File: src/rtl/clocking_delay_pkg.sv
// rtl/clocking_delay_pkg.sv - shared types and defaults for the delay config/response handshake
// Purpose: handshake bundle structs, responder state encoding, default timing constants.
// Ports: none (package).
package clocking_delay_pkg;

  localparam int DELAY_WIDTH_DFLT   = 9;
  localparam int VTC_CYCLES_DFLT    = 8;
  localparam int SETTLE_CYCLES_DFLT = 16;

  typedef struct packed {
    logic                        load;
    logic [DELAY_WIDTH_DFLT-1:0] value;
  } t_delay_config;

  typedef struct packed {
    logic                        load_ack;
    logic [DELAY_WIDTH_DFLT-1:0] value;
    logic                        sync_value;
  } t_delay_response;

  typedef enum logic [2:0] {
    ST_IDLE,
    ST_VTC_OFF,
    ST_LOAD,
    ST_SETTLE,
    ST_ACK,
    ST_WAIT_RELEASE
  } t_delay_responder_state;

  function automatic int max_int(input int a, input int b);
    return (a > b) ? a : b;
  endfunction

endpackage

File: src/rtl/sync_bit.sv
// rtl/sync_bit.sv - multi-flop synchroniser for a single asynchronous bit
// Purpose: shift an asynchronous input through STAGES flops into the clk domain.
// Ports: clk (in), reset_n (in, async active-low), d (in, async bit), q (out, synchronised bit).
module sync_bit #(
  parameter int STAGES = 3
) (
  input  logic clk,
  input  logic reset_n,
  input  logic d,
  output logic q
);

  (* ASYNC_REG = "TRUE" *) logic [STAGES-1:0] sync_q;
  logic [STAGES-1:0] sync_d;

  always_comb begin
    sync_d = {sync_q[STAGES-2:0], d};
  end

  always_ff @(posedge clk or negedge reset_n) begin
    if (!reset_n) begin
      sync_q <= '0;
    end else begin
      sync_q <= sync_d;
    end
  end

  assign q = sync_q[STAGES-1];

endmodule

File: src/rtl/delay_config_responder.sv
// rtl/delay_config_responder.sv - sequences tap loads into a variable delay element and acks them
// Purpose: on a load request, drop VT compensation, strobe the (clamped) tap into the delay element,
//   let it settle, restore VT compensation, pulse load_ack, then wait for the request to be released.
//   Also resynchronises the delayed data sample into the measurement clock domain.
// Ports:
//   clk, reset_n                    clock, async active-low reset
//   delay_config__load/__value      request level and requested tap
//   delay_response__load_ack        one-cycle ack pulse
//   delay_response__value           registered tap reported by the delay element
//   delay_response__sync_value      data_in after SYNC_STAGES flops
//   dly__load/__cntvalue/__en_vtc   controls to the delay element
//   dly__cntvalueout                tap reported by the delay element
//   data_in                         asynchronous delayed sample
module delay_config_responder
  import clocking_delay_pkg::*;
#(
  parameter int DELAY_WIDTH   = DELAY_WIDTH_DFLT,
  parameter int MAX_TAPS      = 511,
  parameter int VTC_CYCLES    = VTC_CYCLES_DFLT,
  parameter int SETTLE_CYCLES = SETTLE_CYCLES_DFLT,
  parameter int SYNC_STAGES   = 3
) (
  input  logic                   clk,
  input  logic                   reset_n,
  input  logic                   delay_config__load,
  input  logic [DELAY_WIDTH-1:0] delay_config__value,
  output logic                   delay_response__load_ack,
  output logic [DELAY_WIDTH-1:0] delay_response__value,
  output logic                   delay_response__sync_value,
  output logic                   dly__load,
  output logic [DELAY_WIDTH-1:0] dly__cntvalue,
  output logic                   dly__en_vtc,
  input  logic [DELAY_WIDTH-1:0] dly__cntvalueout,
  input  logic                   data_in
);

  localparam int CNT_MAX = max_int(VTC_CYCLES, SETTLE_CYCLES);
  localparam int CNT_W   = $clog2(CNT_MAX + 1);
  localparam logic [CNT_W-1:0]       VTC_LAST    = CNT_W'(VTC_CYCLES - 1);
  localparam logic [CNT_W-1:0]       SETTLE_LAST = CNT_W'(SETTLE_CYCLES - 1);
  localparam logic [DELAY_WIDTH-1:0] MAX_TAP_V   = DELAY_WIDTH'(MAX_TAPS);

  t_delay_responder_state state_q, state_d;
  logic [CNT_W-1:0]       cnt_q, cnt_d;
  logic [DELAY_WIDTH-1:0] cntvalue_q, cntvalue_d;
  logic [DELAY_WIDTH-1:0] value_q;
  logic                   en_vtc_q, en_vtc_d;
  logic                   dly_load_q, dly_load_d;
  logic                   load_ack_q, load_ack_d;
  logic [DELAY_WIDTH-1:0] clamped_value;

  assign clamped_value = (delay_config__value > MAX_TAP_V) ? MAX_TAP_V : delay_config__value;

  always_comb begin
    state_d    = state_q;
    cnt_d      = cnt_q;
    cntvalue_d = cntvalue_q;
    en_vtc_d   = en_vtc_q;
    dly_load_d = 1'b0;
    load_ack_d = 1'b0;
    case (state_q)
      ST_IDLE: begin
        en_vtc_d = 1'b1;
        cnt_d    = '0;
        if (delay_config__load) begin
          cntvalue_d = clamped_value;
          en_vtc_d   = 1'b0;
          state_d    = ST_VTC_OFF;
        end
      end
      ST_VTC_OFF: begin
        // The load strobe is registered so it is high exactly while in LOAD.
        if (cnt_q == VTC_LAST) begin
          cnt_d      = '0;
          dly_load_d = 1'b1;
          state_d    = ST_LOAD;
        end else begin
          cnt_d = cnt_q + CNT_W'(1);
        end
      end
      ST_LOAD: begin
        state_d = ST_SETTLE;
      end
      ST_SETTLE: begin
        if (cnt_q == SETTLE_LAST) begin
          cnt_d    = '0;
          en_vtc_d = 1'b1;
          state_d  = ST_ACK;
        end else begin
          cnt_d = cnt_q + CNT_W'(1);
        end
      end
      ST_ACK: begin
        load_ack_d = 1'b1;
        state_d    = ST_WAIT_RELEASE;
      end
      ST_WAIT_RELEASE: begin
        // Requiring a low cycle here keeps a held-high request from reloading.
        if (!delay_config__load) begin
          state_d = ST_IDLE;
        end
      end
      default: begin
        state_d = ST_IDLE;
      end
    endcase
  end

  always_ff @(posedge clk or negedge reset_n) begin
    if (!reset_n) begin
      state_q    <= ST_IDLE;
      cnt_q      <= '0;
      cntvalue_q <= '0;
      en_vtc_q   <= 1'b1;
      dly_load_q <= 1'b0;
      load_ack_q <= 1'b0;
      value_q    <= '0;
    end else begin
      state_q    <= state_d;
      cnt_q      <= cnt_d;
      cntvalue_q <= cntvalue_d;
      en_vtc_q   <= en_vtc_d;
      dly_load_q <= dly_load_d;
      load_ack_q <= load_ack_d;
      value_q    <= dly__cntvalueout;
    end
  end

  sync_bit #(
    .STAGES(SYNC_STAGES)
  ) u_sync_data (
    .clk    (clk),
    .reset_n(reset_n),
    .d      (data_in),
    .q      (delay_response__sync_value)
  );

  assign delay_response__load_ack = load_ack_q;
  assign delay_response__value    = value_q;
  assign dly__load                = dly_load_q;
  assign dly__cntvalue            = cntvalue_q;
  assign dly__en_vtc              = en_vtc_q;

endmodule
File: config.mk
export PLATFORM = sky130hd
export DESIGN_NAME = delay_config_responder
export DESIGN_NICKNAME = d
export VERILOG_FILES = /design/src/rtl/clocking_delay_pkg.sv /design/src/rtl/sync_bit.sv /design/src/rtl/delay_config_responder.sv
export SDC_FILE = /design/constraint.sdc
export NUM_CORES = 1
export LEC_CHECK = 0
export BUFFER_PORTS_ARGS = -buffer_cell sky130_fd_sc_hd__buf_4
export CAP_MARGIN = 20
export CORE_MARGIN = 3
export CORE_UTILIZATION = 45
export DETAILED_ROUTE_END_ITERATION = 8
export GPL_TIMING_DRIVEN = 0
export PLACE_DENSITY = 0.74
export SETUP_SLACK_MARGIN = 0.1
export SLEW_MARGIN = 10
export SYNTH_ARGS = -nofsm -noshare
export SYNTH_HDL_FRONTEND = slang
export SYNTH_SLANG_ARGS = --single-unit
File: constraint.sdc
create_clock -name clk -period 2 [get_ports clk]
set_clock_uncertainty 0.2 [all_clocks]
set_input_delay 0.6 -clock clk [delete_from_list [all_inputs] [get_ports clk]]
set_output_delay 0.6 -clock clk [all_outputs]
set_load 0.01 [all_outputs]
* After elaboration in Yosys (flattened, before gate mapping)
Index checks and enable logic that the tools add are counted.
** Cells by class
- $add $sub $neg :: 1
- Reduce and logical (&&, ||, !) cells :: 6
- Muxes and demuxes :: 15
- $lt $le $gt $ge :: 1
- Eq/ne operators :: 11
** Operators by type and width (count)
- $pmux 3 s6 :: 1
- $pmux 5 s3 :: 1
- $mux 3 :: 4
- $mux 5 :: 2
- $gt 9x9->1 const B :: 1
- $mux 9 :: 1
- $ne 2x2->1 const B :: 4
- $eq 3x2->1 const B :: 2
- $eq 3x3->1 const B :: 2
- $add 5x1->5 const B :: 1
- $eq 5x3->1 const B :: 1
- $eq 5x4->1 const B :: 1
- $mux 1 :: 5
- $reduce_and 2->1 :: 2
- $reduce_and 4->1 :: 1
- $eq 3x1->1 const B :: 1
- $logic_not 3->1 :: 1
- $reduce_bool 3->1 :: 1
- $pmux 1 s2 :: 1
- $reduce_bool 2->1 :: 1
** Word-level totals
- Logic and storage cells :: 42
- Bits in registers :: 32
- Input port bits :: 22

* Logic depth before layout (Yosys ltp)
- Word-level depth :: 3
- Depth in mapped cells :: 7
- Depth with buffers taken out :: 7

* By module
From an unflattened synthesis, not the netlist that was laid out.
** Second synthesis, totals
- Cells, all modules :: 91
- Area, all modules :: 1290.0 um^2
** Modules (own cells, without submodules)
- delay_config_responder :: instances 1, cells an instance 88, seq. area each 726.9 um^2, area each 1214.9 um^2
- sync_bit :: instances 1, cells an instance 3, seq. area each 75.1 um^2, area each 75.1 um^2

* Worst setup path after synthesis
OpenSTA, ideal clock, no wires.
- Path kind :: register to register
- Start :: register cnt_q[0]
- End :: register cnt_q[3]
- Period minus slack after synthesis :: 1.731 ns
- Cell stages (with the launch flop) :: 8
- Setup slack :: 0.269 ns
- Data arrival time :: 1.448 ns
- Path buffers :: 0
- Cell sequence :: dfrtp_1 ha_1 nand3_1 inv_1 ha_1 nor4bb_1 a31oi_1 o22ai_1
** Between the ends
- Word-level cells in the longest chain between the ends :: 3
** Ends and longest elaborated chain
- start: declaration :: RTL line delay_config_responder.sv:44 : logic [CNT_W-1:0] cnt_q, cnt_d;
- start signal: assignment :: RTL line delay_config_responder.sv:120 : cnt_q <= cnt_d;
- $add 5x1->5, or another cell as far along :: RTL line delay_config_responder.sv:78, delay_config_responder.sv:90
- $mux 5 (on tied branches) :: RTL line delay_config_responder.sv:85, delay_config_responder.sv:73
- $pmux 5 s3 (*) :: RTL line delay_config_responder.sv:61 : case (state_q)
Mark *: on every way between the ends. The rest lies on a longest branch, timed or not.
A chain may end at the register's enable or synchronous reset.

* Final worst setup path
Ends and elaborated chain as after synthesis.

==> reports/metrics.csv <==
stage;metric;value;unit
floorplanning;initial_utilization;49.3;%
route;drt.antenna.violating_nets;0;
logic_synthesis;synth_top_family_by_area;multiplexers;
min_path;timing.hold.worst_endpoint;u_sync_data.sync_q[1];
critical_path;regToRegStartpoint;cnt_q[0];
sta;finalWorstPathRequiredPeriod;1840;ps
logic_synthesis;synth-compound-area-share;7.42;%
logic_synthesis;ys_async_sr_fraction;100;%
logic_synthesis;yosys.area_share.simple;8.61;%
logic_synthesis;synth.area.mux_share;12.3;%
logic_synthesis;synth-main-ff-cell;dfrtp_1;
critical_path;crit_arrival;1890;ps
logic_synthesis;synth_cells;89;
sta;max_slew.worst_pin.slew;392;ps
sta;achievable-frequency;0.543;GHz
grt;vias_in_the_first_global_route;922;
grt;grt_overflow;0;
logic_synthesis;synthXorXnorAreaFrac;0.692;%
grt;grt_antenna_before_repair;0;
logic_synthesis;synth_sequential_area_ratio;63.4;%
clocking;ctsHtreeMaxLevel;2;
route;via_count;903;
logic_synthesis;post_synth_most_frequent_cells;dfrtp_1 (31), mux2_4 (9), inv_1 (7), nand2_1 (4);
clocking;worst_setup_hold_path_clk_slew;100;ps
critical_path;cp-start-kind;flip-flop;
grt;grt_first_pass_wirelength;4170;um
logic_synthesis;yosysWarningCount;0;
sta;finalHoldViolCount;0;
sta;maxSlewViolCount;0;
logic_synthesis;netlist-cell-type-count;29;
place;detailedPlace.worstSlack;112;ps
logic_synthesis;ys_ff_latch;32;
finish;area.growth.synth_to_final;35.7;%
logic_synthesis;synth-edff-count;0;
logic_synthesis;synth.top_cells.by_area;dfrtp_1 (61%), mux2_4 (11%), ha_1 (3.0%), dfstp_2 (2.1%), inv_1 (2.1%);
route;postRouteWirelength;2570;um
critical_path;minimum_setup_slack_among_reg_to_reg_paths;160;ps
grt;grt_start_max_net_pins;33;
critical_path;criticalPathCategory;reg2reg;
sta;final_min_period_over_clock_period;92.1;%
finish;drive_above_1_share;49.7;%
logic_synthesis;yosysMostFrequentCell;dfrtp_1;
route;routed_wire_length_per_instance;14.8;um
sta;setup_slack;158;ps
place;finalWeightedCongestion;0.894;
floorplanning;num_rows;18;
critical_path;crit_path_max_fanout;4;
floorplanning;die-height;59.0;um
sta;max-slew-margin-rel;73.9;%
finish;fillers;195;
clocking;cts_tree;yes;
clocking;cts.root.buffer_cell;clkbuf_4;
place;detailedPlacementHpwl;1810;um
floorplanning;die_w;59.0;um
clocking;cts_buffers;5;
power_and_ir_drop;power_density;1250;nW/um2
logic_synthesis;synth_top_cell_by_area;dfrtp_1;
critical_path;critical_path.reg2reg.endpoint;cnt_q[3];
grt;globalRouteTotalUtil;16.4;%
power_and_ir_drop;max_ir_drop_vdd;0.000874;V
run;maxCapViolCount;0;
logic_synthesis;post-synth-top-area-fraction;61.3;%
critical_path;cp-end-kind;flip-flop;
logic_synthesis;avgSynthCellArea;14.2;um2
sta;finalSetupTns;0;ps
critical_path;required;2040;ps
route;vias_per_cell;5.22;
route;post-route-drc-count;0;
outcome;status;completed;
route;number_of_drc_markers_in_iteration_0;49;
finish;insertedDiodeCount;0;
finish;multiInputGateArea;409;um2
min_path;class_of_the_tightest_hold_or_removal_check;reg2reg;
sta;setup_violations;0;
min_path;min-delay-start;u_sync_data.sync_q[0];
floorplanning;fp.coreArea;2570;um2
min_path;holdPathStages;0;
clocking;clock_path_buffers;2;
finish;seqCellArea;802;um2
finish;final_nets;167;
floorplanning;ioPinCount;44;
clocking;insertion_delay;330;ps
clocking;clkSinkCount;32;
power_and_ir_drop;static-leakage-power;0.862;nW
route;drt-pass1-iter-count;4;
sta;rsz0062_at_grt;no;
place;port_buffers;43;
logic_synthesis;synthesis.nets;114;
floorplanning;design.die.area;3480;um2
logic_synthesis;synth_fa_ha_area_share;2.97;%
critical_path;worst_r2r_path_depth;7;
logic_synthesis;syn-cell-area;1260;um2
==> area by class of cell <==
| class | count | area share [%] |
|---|---|---|
| Clock inverter | 2 | 0.583 |
| Timing Repair Buffer | 46 | 20.3 |
| Multi-Input combinational cell | 46 | 23.8 |
| Tap cell | 30 | 2.19 |
| Buffer | 4 | 1.90 |
| Clock buffer | 6 | 2.99 |
| Inverter | 7 | 1.53 |
| Sequential cell | 32 | 46.7 |
==> flip-flops by register name (all words and copies together), names as in the netlist <==
name,cells
delay_response__value,9
dly__cntvalue,9
cnt_q,5
state_q,3
delay_response__load_ack,1
dly__load,1
u_sync_data.sync_q,3
dly__en_vtc,1
==> metrics by stage <==
| step | power [mW] | std cells | cell area [um2] | hold WS [ps] | utilization (%) |
|---|---|---|---|---|---|
| after global placement | 1.70 | 162 | 1630 | 139 | 63.3 |
| after global routing | 2.29 | 173 | 1720 | 145 | 66.9 |
| after detailed placement | 1.73 | 162 | 1630 | 139 | 63.3 |
| after CTS | 2.16 | 173 | 1710 | 155 | 66.8 |
| after floorplan | 1.42 | 89 | 1260 | 104 | - |
| final | 2.14 | 173 | 1720 | 158 | 66.9 |
==> cells in the final DEF (no fill, tap or decap), types with 2 or more instances in the layout <==
| master | netlist | layout |
|---|---|---|
| a31oi_1 | 2 | 2 |
| o22ai_1 | 3 | 3 |
| ha_2 | 0 | 2 |
| a21oi_1 | 3 | 3 |
| clkinv_2 | 0 | 2 |
| nor3_1 | 2 | 2 |
| buf_2 | 2 | 2 |
| inv_1 | 7 | 7 |
| mux2_4 | 9 | 9 |
| dfrtp_1 | 31 | 31 |
| mux2i_1 | 2 | 2 |
| buf_6 | 2 | 2 |
| nand3_1 | 3 | 3 |
| clkbuf_4 | 0 | 5 |
| nand2_1 | 4 | 4 |
| buf_4 | 0 | 45 |
==> worst max-delay path by stage <==
stage	depth (start not counted)	slack, ps	to	startpoint
4_1_cts	7	110	cnt_q[3]	cnt_q[0]
2_1_floorplan	7	270	cnt_q[3]	cnt_q[0]
3_5_place_dp	7	110	cnt_q[3]	cnt_q[0]
6_report	7	160	cnt_q[3]	cnt_q[0]
3_3_place_gp	7	110	cnt_q[3]	cnt_q[0]
5_1_grt	7	100	cnt_q[3]	cnt_q[0]
==> critical path, stage by stage (launching register included) <==
cell	delay (ps)
dfrtp_1	410
ha_2	210
nand3_1	110
inv_1	50
ha_2	190
nor4bb_1	260
a31oi_1	120
o22ai_1	220
==> power by group <==
group,switching (mW),leakage [nW],internal [mW]
registers,0.117,0.387,0.827
logic,0.354,0.436,0.463
clock network,0.214,0.0380,0.167
==> cell families after synthesis <==
group | count (synthesis)
adders and majority gates | 3
DFF | 32
buffers and inverters | 11
muxes | 11
and+or+nand+nor | 17
AOI/OAI and AO/OA | 14
xor gates and xnor gates | 1
==> routing by layer <==
| metal | wire length [um] | vias up | share of wire (%) | GRT usage [%] |
|---|---|---|---|---|
| met4 | 43 | 0 | 1.7 | 8.41 |
| met3 | 299 | 5 | 12 | 7.63 |
| met2 | 1210 | 46 | 47 | 25.6 |
| li1 | - | 422 | - | - |
| met1 | 1020 | 430 | 40 | 18.8 |
| met5 | 0 | - | 0 | 0 |
==> what timing repair did <==
action,4_1_cts,5_1_grt
gates cloned,0,0
pin swaps,2,3
resized for setup,1,1
setup endpoints to repair,2,3
hold buffers,1,0
hold endpoints to repair,31,0
setup buffers,2,0
Note: power is estimated with default switching activity, not from simulation.
